**src/rtl/spi_capture_pkg.sv**
```systemverilog
// rtl/spi_capture_pkg.sv - register map, field positions and captured-entry type for spi_capture_avalon_fifo
package spi_capture_pkg;

    localparam logic [1:0] ADDR_DATA    = 2'd0;
    localparam logic [1:0] ADDR_STATUS  = 2'd1;
    localparam logic [1:0] ADDR_CONTROL = 2'd2;
    localparam logic [1:0] ADDR_PEEK    = 2'd3;

    localparam int DATA_VALID_BIT  = 31;
    localparam int DATA_TAG_BIT    = 16;

    localparam int STAT_LEVEL_LSB  = 0;
    localparam int STAT_LEVEL_W    = 8;
    localparam int STAT_EMPTY_BIT  = 8;
    localparam int STAT_FULL_BIT   = 9;
    localparam int STAT_OVF_BIT    = 10;
    localparam int STAT_DROP_LSB   = 16;

    localparam int CTRL_FLUSH_BIT  = 0;
    localparam int CTRL_CLEAR_BIT  = 1;
    localparam int CTRL_THR_LSB    = 8;
    localparam int THR_W           = 8;

    localparam int PEEK_FRAME_LSB  = 16;

    localparam int DROP_CNT_W      = 16;
    localparam int FRAME_CNT_W     = 16;
    localparam int MAX_DATA_W      = 16;

    // Words are stored zero-extended to the widest legal DATA_W.
    typedef struct packed {
        logic                  tag;
        logic [MAX_DATA_W-1:0] word;
    } cap_entry_t;

endpackage

```
**src/rtl/spi_capture_ring.sv**
```systemverilog
// rtl/spi_capture_ring.sv - synchronous FIFO storage and pointers for captured entries
module spi_capture_ring
    import spi_capture_pkg::*;
#(
    parameter int DEPTH = 16
) (
    input  logic                   i_clk,
    input  logic                   i_rst_n,
    input  logic                   i_push,
    input  cap_entry_t             i_wdata,
    input  logic                   i_pop,
    input  logic                   i_flush,
    output cap_entry_t             o_rdata,
    output logic [$clog2(DEPTH):0] o_level,
    output logic                   o_full,
    output logic                   o_empty
);

    localparam int AW = $clog2(DEPTH);

    cap_entry_t     r_mem [DEPTH];
    logic [AW:0]    r_wr_ptr;
    logic [AW:0]    r_rd_ptr;

    // Storage is not reset; only the pointers define what is valid.
    always_ff @(posedge i_clk) begin
        if (i_push && !i_flush) begin
            r_mem[r_wr_ptr[AW-1:0]] <= i_wdata;
        end
    end

    always_ff @(posedge i_clk or negedge i_rst_n) begin
        if (!i_rst_n) begin
            r_wr_ptr <= '0;
            r_rd_ptr <= '0;
        end else if (i_flush) begin
            r_wr_ptr <= '0;
            r_rd_ptr <= '0;
        end else begin
            if (i_push) begin
                r_wr_ptr <= r_wr_ptr + 1'b1;
            end
            if (i_pop) begin
                r_rd_ptr <= r_rd_ptr + 1'b1;
            end
        end
    end

    assign o_level = r_wr_ptr - r_rd_ptr;
    assign o_empty = (r_wr_ptr == r_rd_ptr);
    assign o_full  = (r_wr_ptr[AW] != r_rd_ptr[AW]) &&
                     (r_wr_ptr[AW-1:0] == r_rd_ptr[AW-1:0]);
    assign o_rdata = r_mem[r_rd_ptr[AW-1:0]];

endmodule

```
**src/rtl/spi_capture_avalon_fifo.sv**
```systemverilog
// rtl/spi_capture_avalon_fifo.sv - SPI word capture FIFO behind a 4-word Avalon-MM slave (option: SPI_CAPTURE_IRQ_EN)
module spi_capture_avalon_fifo
    import spi_capture_pkg::*;
#(
    parameter int DATA_W = 8,
    parameter int DEPTH  = 16
) (
    input  logic              clock,
    input  logic              reset,
    input  logic [DATA_W-1:0] io_InputBuffer,
    input  logic              io_BufferChanged,
    input  logic              io_FrameStart,
    input  logic [1:0]        io_Avalon_address,
    input  logic              io_Avalon_read,
    input  logic              io_Avalon_write,
    input  logic [31:0]       io_Avalon_writedata,
    output logic [31:0]       io_Avalon_readdata,
    output logic              io_Irq
);

    localparam int LVL_W = $clog2(DEPTH) + 1;

    logic                   r_bc_prev;
    logic                   r_tag_pending;
    logic                   r_overflow;
    logic [DROP_CNT_W-1:0]  r_drop_cnt;
    logic [FRAME_CNT_W-1:0] r_frame_cnt;
    logic [MAX_DATA_W-1:0]  r_last_word;
    logic [31:0]            r_readdata;

    logic                   w_capture;
    logic                   w_rd_data;
    logic                   w_wr_ctrl;
    logic                   w_flush;
    logic                   w_clear;
    logic                   w_pop;
    logic                   w_push;
    logic                   w_drop;
    logic                   w_full;
    logic                   w_empty;
    logic [LVL_W-1:0]       w_level;
    logic [MAX_DATA_W-1:0]  w_word_ext;
    cap_entry_t             w_new_entry;
    cap_entry_t             w_head;
    logic [31:0]            w_rd_next;

    assign w_capture  = io_BufferChanged & ~r_bc_prev;
    assign w_rd_data  = io_Avalon_read  & (io_Avalon_address == ADDR_DATA);
    assign w_wr_ctrl  = io_Avalon_write & (io_Avalon_address == ADDR_CONTROL);
    assign w_flush    = w_wr_ctrl & io_Avalon_writedata[CTRL_FLUSH_BIT];
    assign w_clear    = w_wr_ctrl & io_Avalon_writedata[CTRL_CLEAR_BIT];

    // A pop on a full FIFO frees the slot the colliding capture needs.
    assign w_pop      = w_rd_data & ~w_empty;
    assign w_push     = w_capture & ~w_flush & (~w_full | w_pop);
    assign w_drop     = w_capture & ~w_flush & w_full & ~w_pop;

    assign w_word_ext  = MAX_DATA_W'(io_InputBuffer);
    assign w_new_entry = '{tag: (r_tag_pending | io_FrameStart), word: w_word_ext};

    spi_capture_ring #(
        .DEPTH (DEPTH)
    ) u_ring (
        .i_clk   (clock),
        .i_rst_n (reset),
        .i_push  (w_push),
        .i_wdata (w_new_entry),
        .i_pop   (w_pop),
        .i_flush (w_flush),
        .o_rdata (w_head),
        .o_level (w_level),
        .o_full  (w_full),
        .o_empty (w_empty)
    );

`ifdef SPI_CAPTURE_IRQ_EN
    logic [THR_W-1:0] r_threshold;
    logic             r_irq;
    logic             w_unused_wdata;

    always_ff @(posedge clock or negedge reset) begin
        if (!reset) begin
            r_threshold <= THR_W'(DEPTH / 2);
            r_irq       <= 1'b0;
        end else begin
            if (w_wr_ctrl) begin
                r_threshold <= io_Avalon_writedata[CTRL_THR_LSB +: THR_W];
            end
            r_irq <= (THR_W'(w_level) >= r_threshold);
        end
    end

    assign io_Irq         = r_irq;
    assign w_unused_wdata = ^{io_Avalon_writedata[31:16], io_Avalon_writedata[7:2]};
`else
    logic w_unused_wdata;

    assign io_Irq         = 1'b0;
    assign w_unused_wdata = ^io_Avalon_writedata[31:2];
`endif

    always_comb begin
        w_rd_next = '0;
        case (io_Avalon_address)
            ADDR_DATA: begin
                if (!w_empty) begin
                    w_rd_next[DATA_VALID_BIT]   = 1'b1;
                    w_rd_next[DATA_TAG_BIT]     = w_head.tag;
                    w_rd_next[MAX_DATA_W-1:0]   = w_head.word;
                end
            end
            ADDR_STATUS: begin
                w_rd_next[STAT_LEVEL_LSB +: STAT_LEVEL_W] = STAT_LEVEL_W'(w_level);
                w_rd_next[STAT_EMPTY_BIT]                 = w_empty;
                w_rd_next[STAT_FULL_BIT]                  = w_full;
                w_rd_next[STAT_OVF_BIT]                   = r_overflow;
                w_rd_next[STAT_DROP_LSB +: DROP_CNT_W]    = r_drop_cnt;
            end
            ADDR_CONTROL: begin
`ifdef SPI_CAPTURE_IRQ_EN
                w_rd_next[CTRL_THR_LSB +: THR_W] = r_threshold;
`else
                w_rd_next = '0;
`endif
            end
            ADDR_PEEK: begin
                w_rd_next[MAX_DATA_W-1:0]                  = r_last_word;
                w_rd_next[PEEK_FRAME_LSB +: FRAME_CNT_W]   = r_frame_cnt;
            end
            default: w_rd_next = '0;
        endcase
    end

    always_ff @(posedge clock or negedge reset) begin
        if (!reset) begin
            r_bc_prev     <= 1'b0;
            r_tag_pending <= 1'b0;
            r_overflow    <= 1'b0;
            r_drop_cnt    <= '0;
            r_frame_cnt   <= '0;
            r_last_word   <= '0;
            r_readdata    <= '0;
        end else begin
            r_bc_prev <= io_BufferChanged;

            // A tag is consumed only by a word that actually enters the FIFO.
            if (w_flush) begin
                r_tag_pending <= 1'b0;
            end else if (w_push) begin
                r_tag_pending <= 1'b0;
            end else if (io_FrameStart) begin
                r_tag_pending <= 1'b1;
            end

            if (io_FrameStart) begin
                r_frame_cnt <= r_frame_cnt + 1'b1;
            end

            if (w_capture) begin
                r_last_word <= w_word_ext;
            end

            if (w_clear) begin
                r_overflow <= 1'b0;
                r_drop_cnt <= '0;
            end else if (w_drop) begin
                r_overflow <= 1'b1;
                if (r_drop_cnt != '1) begin
                    r_drop_cnt <= r_drop_cnt + 1'b1;
                end
            end

            if (io_Avalon_read) begin
                r_readdata <= w_rd_next;
            end
        end
    end

    assign io_Avalon_readdata = r_readdata;

endmodule
```
**config.mk**
```make
export PLATFORM = sky130hd
export DESIGN_NAME = spi_capture_avalon_fifo
export DESIGN_NICKNAME = d
export VERILOG_FILES = /design/src/rtl/spi_capture_pkg.sv /design/src/rtl/spi_capture_ring.sv /design/src/rtl/spi_capture_avalon_fifo.sv
export SDC_FILE = /design/constraint.sdc
export NUM_CORES = 1
export LEC_CHECK = 0
export CORE_UTILIZATION = 44
export CTS_BUF_LIST = sky130_fd_sc_hd__clkbuf_16
export CTS_CLUSTER_DIAMETER = 60
export CTS_CLUSTER_SIZE = 10
export DETAILED_ROUTE_END_ITERATION = 16
export PLACE_DENSITY = 0.64
export SYNTH_ARGS = -nofsm -noshare
export SYNTH_HDL_FRONTEND = slang
export SYNTH_SLANG_ARGS = --single-unit
```
**constraint.sdc**
```tcl
create_clock -name clock -period 5 [get_ports clock]
set_clock_uncertainty 0.1 [all_clocks]
set_input_delay 1.5 -clock clock [delete_from_list [all_inputs] [get_ports clock]]
set_output_delay 1.5 -clock clock [all_outputs]
set_load 0.02 [all_outputs]
```
Word level (Yosys, flattened, before mapping)
Memories as Yosys holds them, arrays and structs flattened.
Index checks and enable logic that the tools add are counted.

cells by class
  add/sub/neg operators = 5
  equal/unequal tests = 7
  multiplexer cells = 21
  bitwise gates (word level) = 17
  reduce and logical (&&, ||, !) cells = 10

operators by type and width
  operator                                                         count
  16-bit 2-to-1 mux                                                3
  11-bit one-hot mux with 4 select lines                           1
  16-bit by 1-bit adder with 16-bit output, second input constant  2
  14-bit one-hot mux with 2 select lines                           1
  5-bit 2-to-1 mux                                                 5
  17-bit 2-to-1 mux                                                1
  16-bit inequality test, second input constant                    1
  5-bit by 1-bit adder with 5-bit output, second input constant    2
  1-bit bitwise AND                                                10
  1-bit 2-to-1 mux                                                 8
  1-bit one-hot mux with 4 select lines                            2
  2-bit nonzero test                                               4
  5-bit == test                                                    1
  1-bit inverter                                                   5
  5-bit subtractor                                                 1
  2-bit == test, second input constant                             2
  4-bit == test                                                    1
  3-bit nonzero test                                               1
  2-bit by 1-bit == test with 1-bit output, second input constant  1
  1-bit logical AND                                                2
  2-bit logical NOT                                                1
  1-bit bitwise OR                                                 2
  2-bit AND reduction                                              1
  1-bit logical NOT                                                1
  1-bit inequality test                                            1

storage, ports and cells
  register bits after elaboration = 85
  bits in writable memories = 144
  bits of input ports = 48
  logic and storage cells = 70
  memories kept = 1

memories
  name          depth  width  rd ports  clocked after memory_dff  write ports  line                    source
  u_ring.r_mem  16     9      1         0                         1            spi_capture_ring.sv:21  cap_entry_t r_mem [DEPTH];

Longest topological paths before layout
  depth after elaboration = 9
  gate-level depth with buffers = 11
  gate-level depth less buffers = 9

Hierarchy
From an unflattened synthesis, not the netlist that was laid out.

second synthesis, totals
  cells, all modules = 901
  area total of the unflattened synthesis = 15,031.9 µm²

by module, submodules not included
  module                   times used  cells an instance  area an instance (µm²)
  spi_capture_ring         1           552                11,357.1
  spi_capture_avalon_fifo  1           349                3,674.8

Worst setup path after synthesis
No wires, ideal clock.

  path type = input to register
  start = in io_Avalon_read
  end = mem u_ring.r_mem[0][0] (netlist bit), enable pin
  library setup time = 0.387 ns
  data arrival time = 3.544 ns
  data required time = 4.513 ns
  path slack = 0.970 ns
  cell stages on the path = 7
  cells stage by stage = buf_2 -> or3b_2 -> and3_1 -> buf_6 -> nor2_1 -> nand2_1 -> nor3_1

between the ends
  word-level cells in the longest chain between the ends = 7

RTL lines
  element                                 line                           source
  from (decl)                             spi_capture_avalon_fifo.sv:14  input logic io_Avalon_read,
  1-bit bitwise AND                       spi_capture_avalon_fifo.sv:48  assign w_rd_data = io_Avalon_read & (io_Avalon_address == ADDR_DATA);
  1-bit bitwise AND                       spi_capture_avalon_fifo.sv:54  assign w_pop = w_rd_data & ~w_empty;
  1-bit bitwise OR                        spi_capture_avalon_fifo.sv:55  assign w_push = w_capture & ~w_flush & (~w_full | w_pop);
  1-bit bitwise AND                       spi_capture_avalon_fifo.sv:55
  1-bit logical AND                       spi_capture_ring.sv:27         if (i_push && !i_flush) begin
  1-bit 2-to-1 mux                        spi_capture_ring.sv:27
  1-bit 2-to-1 mux (implied by the code)  spi_capture_ring.sv:28         r_mem[r_wr_ptr[AW-1:0]] <= i_wdata;
  to (decl)                               spi_capture_ring.sv:21

No other way between the ends.

Worst setup path in the final report
  start = in io_Avalon_address[0]
  end = mem u_ring.r_mem[7][4] (netlist bit), enable pin

between the ends
  word-level cells in the longest chain between the ends = 9

RTL lines
  element                                   line                           source
  from (decl)                               spi_capture_avalon_fifo.sv:13  input logic [1:0] io_Avalon_address,
  2-bit == test                             spi_capture_avalon_fifo.sv:49  assign w_wr_ctrl = io_Avalon_write & (io_Avalon_address == ADDR_CONTROL);
  1-bit bitwise AND                         spi_capture_avalon_fifo.sv:49
  1-bit bitwise AND                         spi_capture_avalon_fifo.sv:50  assign w_flush = w_wr_ctrl & io_Avalon_writedata[CTRL_FLUSH_BIT];
  1-bit inverter                            spi_capture_avalon_fifo.sv:55
  1-bit bitwise AND (2 in a row)            spi_capture_avalon_fifo.sv:55
  1-bit logical AND *                       spi_capture_ring.sv:27
  1-bit 2-to-1 mux *                        spi_capture_ring.sv:27
  1-bit 2-to-1 mux (implied by the code) *  spi_capture_ring.sv:28

Every way passes the cells marked *; elsewhere a longest branch is shown, timed or not.

==> impl_summary.txt <==
----------------------------------------------------
[Synthesis]
  Post-synthesis compound-gate area fraction ... 4.97%
  Adder-cell area share of the yosys netlist ... between 1.5 and 2%
  Synthesis warning total ... 0
  Primary flip-flop cell chosen by synthesis mapping ... sky130_fd_sc_hd__edfxtp_1
  Post-synthesis area per instance ... 15.3 µm²
  Top cells by area in the synthesized netlist ... sky130_fd_sc_hd__edfxtp_1 45%, sky130_fd_sc_hd__dfrtp_1 21%, sky130_fd_sc_hd__mux4_2 8.5%
  Instance count of the mapped netlist ... 625
  Number of enable flip-flop cells after synthesis ... around 140
  Synth cell types ... 54
  Top cell type by total area after synthesis ... sky130_fd_sc_hd__edfxtp_1
  Proportion of netlist area held by the largest area contributor ... a little under half
  Post-synthesis sequential area ratio ... 66.2%
  Post-synthesis async set-or-reset flop share ... about 36%
  Area of the mapped netlist ... about 9600 µm²
  Xor and xnor area share after synthesis ... under 10%
  Simple-gate area share of the yosys netlist ... between 7 and 8%
  Number of register bits inferred by synthesis ... between 200 and 250
  Main combinational cell family by area after synthesis ... multiplexers
  Mux contribution to synthesized area ... 13.4%

[Worst setup path]
  Reg2reg setup slack ... about 1.9 ns
  Maximum fanout along the worst path ... 10
  Type of the worst setup path ... in -> reg
  Slowest-stage cell, CP ... sky130_fd_sc_hd__nor2_1
  Combined buffer and inverter count along the critical path ... 1
  Number of logic stages on the critical path including buffering ... 5
  Largest incremental delay on the critical path ... between 0.8 and 0.9 ns
  Critical path's top delay family ... simple AND/OR/NAND/NOR gates
  Endpoint kind of the worst setup timing path ... flip-flop
  End of the worst register-to-register path ... u_ring.r_mem[7][4]
  Reg2Reg Depth ... 6
  Ordered cell list for the critical path ... clkdlybuf4s50_1, or3b_2, nand3_1, nand3_1, nor2_1
  CP Data Required Time ... between 5 and 6 ns
  Launching element type of the critical path ... input port
  Endpoint arrival time on the critical path ... 3.87 ns
  Beginning of the worst register-to-register path ... u_ring.r_rd_ptr[0]
  Crit-path most repeated cell ... sky130_fd_sc_hd__nand3_1

[Power]
  Switching power share of the total ... between 20% and 30%
  Combinational power share ... 21.7%
  NetSw ... ~1.4 mW
  Internal power ... between 3 and 4 mW
  Worst voltage drop across the vdd grid ... around 0.34 mV
  Cell leakage power ... just over 4 nW
  Flop pwr share ... around 45%
  Pwr Total ... about 5 mW
  PwrDens ... 453 nW/µm²
  Clock Power Share ... 33.7%

[Timing]
  Achievable Freq ... between 0.2 and 0.3 GHz
  Final number of max-transition violations ... 0
  Actual slew at the worst max-slew pin ... ~1 ns
  Setup violators final ... 0
  Hold Violations, Final ... 0
  Slew margin rel. ... approximately a third
  Final cycle utilization of the critical path ... 76.3%
  Setup_tns ... 0 ns
  Period minus WS final ... roughly 3.8 ns
  RSZ-0062 raised after global routing ... false

[Floorplanning]
  Cell Rows ... 53
  Area of the die ... around 22000 µm²
  Std-Cell Core Area ... roughly 21000 µm²
  Overall die width ... approximately 150 µm
  IO Pins ... 81
  Height of the die ... 149 µm
  Effective utilization at floorplan ... a little under half

[Clock tree]
  Maximum number of buffers from clock root to sink ... 3
  Clock latency at the later pin of the worst-skew pair ... roughly 0.53 ns
  Cts-stage hold buffer count ... 0
  Clock buffer count from CTS ... 27
  Post-CTS setup-driven buffer insertion count ... 0
  Clock transition at path regs ... ~0.060 ns
  Sink Count ... 224
  CTS H-Tree Depth ... 1
  TritonCTS clock tree ... yes
  Number of cells upsized or downsized after cts ... 0
  Cell at the root of the clock tree ... sky130_fd_sc_hd__clkbuf_16

[Finish]
  Cell Count, Final, Fillers Out ... just under 1000
  Count of nets after finishing ... about 750
  Antenna cells ... 0
  Final standard cell utilization of the core ... 52.6%
  Area growth syn-to-layout ... 16.5%
  Ratio of cells with drive above 1 in the final layout ... 16.1%
  Filler cell count ... approximately 1700

[Drt]
  Per-cell via count in the routed design ... 5.54
  Uppermost layer routed ... met4
  Routed metal-1 wirelength ... approximately 8700 µm
  Total via count after detailed routing ... approximately 5500
  Number of antenna-violating nets in the routed design ... 0
  Metal2 WL ... around 10000 µm
  Pre-Repair DR Iteration Count ... 5
  Wire length on met3 ... approximately 840 µm
  Number of DRC violations after detailed routing ... 0
  DR WL/cell ... between 20 and 25 µm
  Aggregate routed wire length ... 20400 µm
  Initial DRC count ... roughly 280

[Worst hold path]
  Number of cells on the worst hold path ... 1
  Type of the most critical hold path ... reg -> reg
  Hold path startpoint ... r_frame_cnt[15]
  Hold EP ... r_frame_cnt[15]

[Global routing]
  Via count of the first global-routing pass ... roughly 5800
  Overall overflow remaining after global route ... 0
  Maximum number of pins on one net before global-route repair ... 62
  Initial antenna violation count ... 0
  Global-route wire length before repair ... between 30000 and 40000 µm
  Total GRT Usage ... approximately a fifth

[Placed design]
  Number of buffer cells added on primary ports ... 44
  Gp weighted congestion ... ~0.84
  Number of placed instances, taps included ... 938
  Placed wire-length estimate after detailed placement ... roughly 14000 µm

[Job]
  Reported max-cap violation count ... 0

[Run status]
  Run status ... completed

----------------------------------------------------
==> worst max path at each step <==
| stage | end | slack, ns | startpoint |
|---|---|---|---|
| 2_1_floorplan | u_ring.r_mem[0][0] | 0.97 | io_Avalon_read |
| 3_3_place_gp | u_ring.r_mem[7][4] | 0.67 | io_Avalon_address[0] |
| 3_5_place_dp | u_ring.r_mem[7][3] | 0.60 | io_Avalon_address[0] |
| 4_1_cts | u_ring.r_mem[7][8] | 1.15 | io_Avalon_address[0] |
| 5_1_grt | u_ring.r_mem[7][8] | 1.06 | io_Avalon_address[0] |
| 6_report | u_ring.r_mem[7][4] | 1.19 | io_Avalon_address[0] |
==> power groups by stage <==
| stage | Combinational (mW) | Clock [mW] | Sequential, mW |
|---|---|---|---|
| floorplan | 0.735 | 0 | 2.27 |
| CTS | 1.11 | 1.74 | 2.25 |
| detailed placement | 1.11 | 0 | 2.28 |
| finish | 1.09 | 1.70 | 2.25 |
| global route | 1.19 | 1.82 | 2.26 |
| global placement | 1.08 | 0 | 2.27 |
==> synth_stat cells (all sizes together) (5+ instances only) <==
library cell / number
edfxtp: 144
dfrtp: 80
mux2i: 36
mux4: 36
nor2: 34
nand2: 33
inv: 28
buf: 21
o22ai: 19
xnor2: 18
a21oi: 16
clkbuf: 14
nand4: 14
nand3: 13
ha: 11
mux2: 10
xor2: 10
o21ai: 9
or4: 7
and4: 6
nor2b: 6
nor3: 6
or3: 6
o22a: 5
o31ai: 5
==> cell families after synthesis <==
| group | count (synthesis) |
|---|---|
| AO/OA/AOI/OAI | 72 |
| buffers and inverters | 63 |
| flip-flops | 224 |
| adder cells (fa/ha/maj) | 12 |
| multiplexers | 82 |
| other | 1 |
| XOR/XNOR | 28 |
| AND/OR/NAND/NOR | 143 |
==> sequential cells by signal, indices dropped and copies added, names as in the netlist, 5 cells and up <==
signal and count:
u_ring.r_mem 144, r_drop_cnt 16, r_last_word 8, u_ring.r_rd_ptr 5
r_frame_cnt 16, u_ring.r_wr_ptr 5, io_Avalon_readdata 27
==> metrics by stage <==
| step | instance area (µm²) | hold WS [ns] | worst slack, ns |
|---|---|---|---|
| 2_1_floorplan | 9570 | 0.342 | 0.970 |
| 3_3_place_gp | 10300 | 0.370 | 0.668 |
| 3_5_place_dp | 10300 | 0.364 | 0.602 |
| 4_1_cts | 11100 | 0.376 | 1.15 |
| 5_1_grt | 11100 | 0.406 | 1.06 |
| 6_report | 11100 | 0.373 | 1.19 |
==> cell usage in the layout (no fill, tap or decap), types with 5 or more instances in the layout <==
master,synthesis,routed
sky130_fd_sc_hd__a21oi_1,15,15
sky130_fd_sc_hd__buf_4,8,25
sky130_fd_sc_hd__clkbuf_16,0,27
sky130_fd_sc_hd__clkdlybuf4s50_1,0,43
sky130_fd_sc_hd__conb_1,1,6
sky130_fd_sc_hd__dfrtp_1,80,79
sky130_fd_sc_hd__edfxtp_1,144,144
sky130_fd_sc_hd__ha_1,11,11
sky130_fd_sc_hd__inv_1,28,44
sky130_fd_sc_hd__mux2_2,10,10
sky130_fd_sc_hd__mux2i_1,36,36
sky130_fd_sc_hd__mux4_2,36,36
sky130_fd_sc_hd__nand2_1,33,33
sky130_fd_sc_hd__nand3_1,13,13
sky130_fd_sc_hd__nand4_1,13,13
sky130_fd_sc_hd__nor2_1,34,34
sky130_fd_sc_hd__nor2b_1,6,6
sky130_fd_sc_hd__nor3_1,6,6
sky130_fd_sc_hd__o21ai_0,9,9
sky130_fd_sc_hd__o22a_1,5,5
sky130_fd_sc_hd__o22ai_1,19,19
sky130_fd_sc_hd__o31ai_1,5,5
sky130_fd_sc_hd__or4_1,7,7
sky130_fd_sc_hd__xnor2_1,18,18
sky130_fd_sc_hd__xor2_1,9,9
==> final cells by class <==
class                   count  area (µm²)  area share (%)
flip-flops and latches    224        6330            56.9
multi-input cells         343        2950            26.5
clock buffers              27         676            6.07
repair buffers             68         618            5.55
well taps                 275         344            3.09
inverters                  28         105           0.945
clock inverters            20         103           0.922
==> layer usage <==
| layer | global-route usage (%) | up-vias |
|---|---|---|
| met5 | 0 | - |
| met4 | 6.12 | 0 |
| met3 | 2.75 | 41 |
| met2 | 33.5 | 115 |
| met1 | 25.4 | 2791 |
| li1 | - | 2514 |
==> worst register-to-register path: stages (launching register included) <==
cell and delay [ns]:
sky130_fd_sc_hd__dfrtp_1 0.33, sky130_fd_sc_hd__buf_4 0.40, sky130_fd_sc_hd__ha_1 0.36, sky130_fd_sc_hd__and4_2 0.27, sky130_fd_sc_hd__nand3_1 0.13, sky130_fd_sc_hd__nand3_1 0.26
sky130_fd_sc_hd__nor2_1 0.84
(Power assumes the default switching activity.)
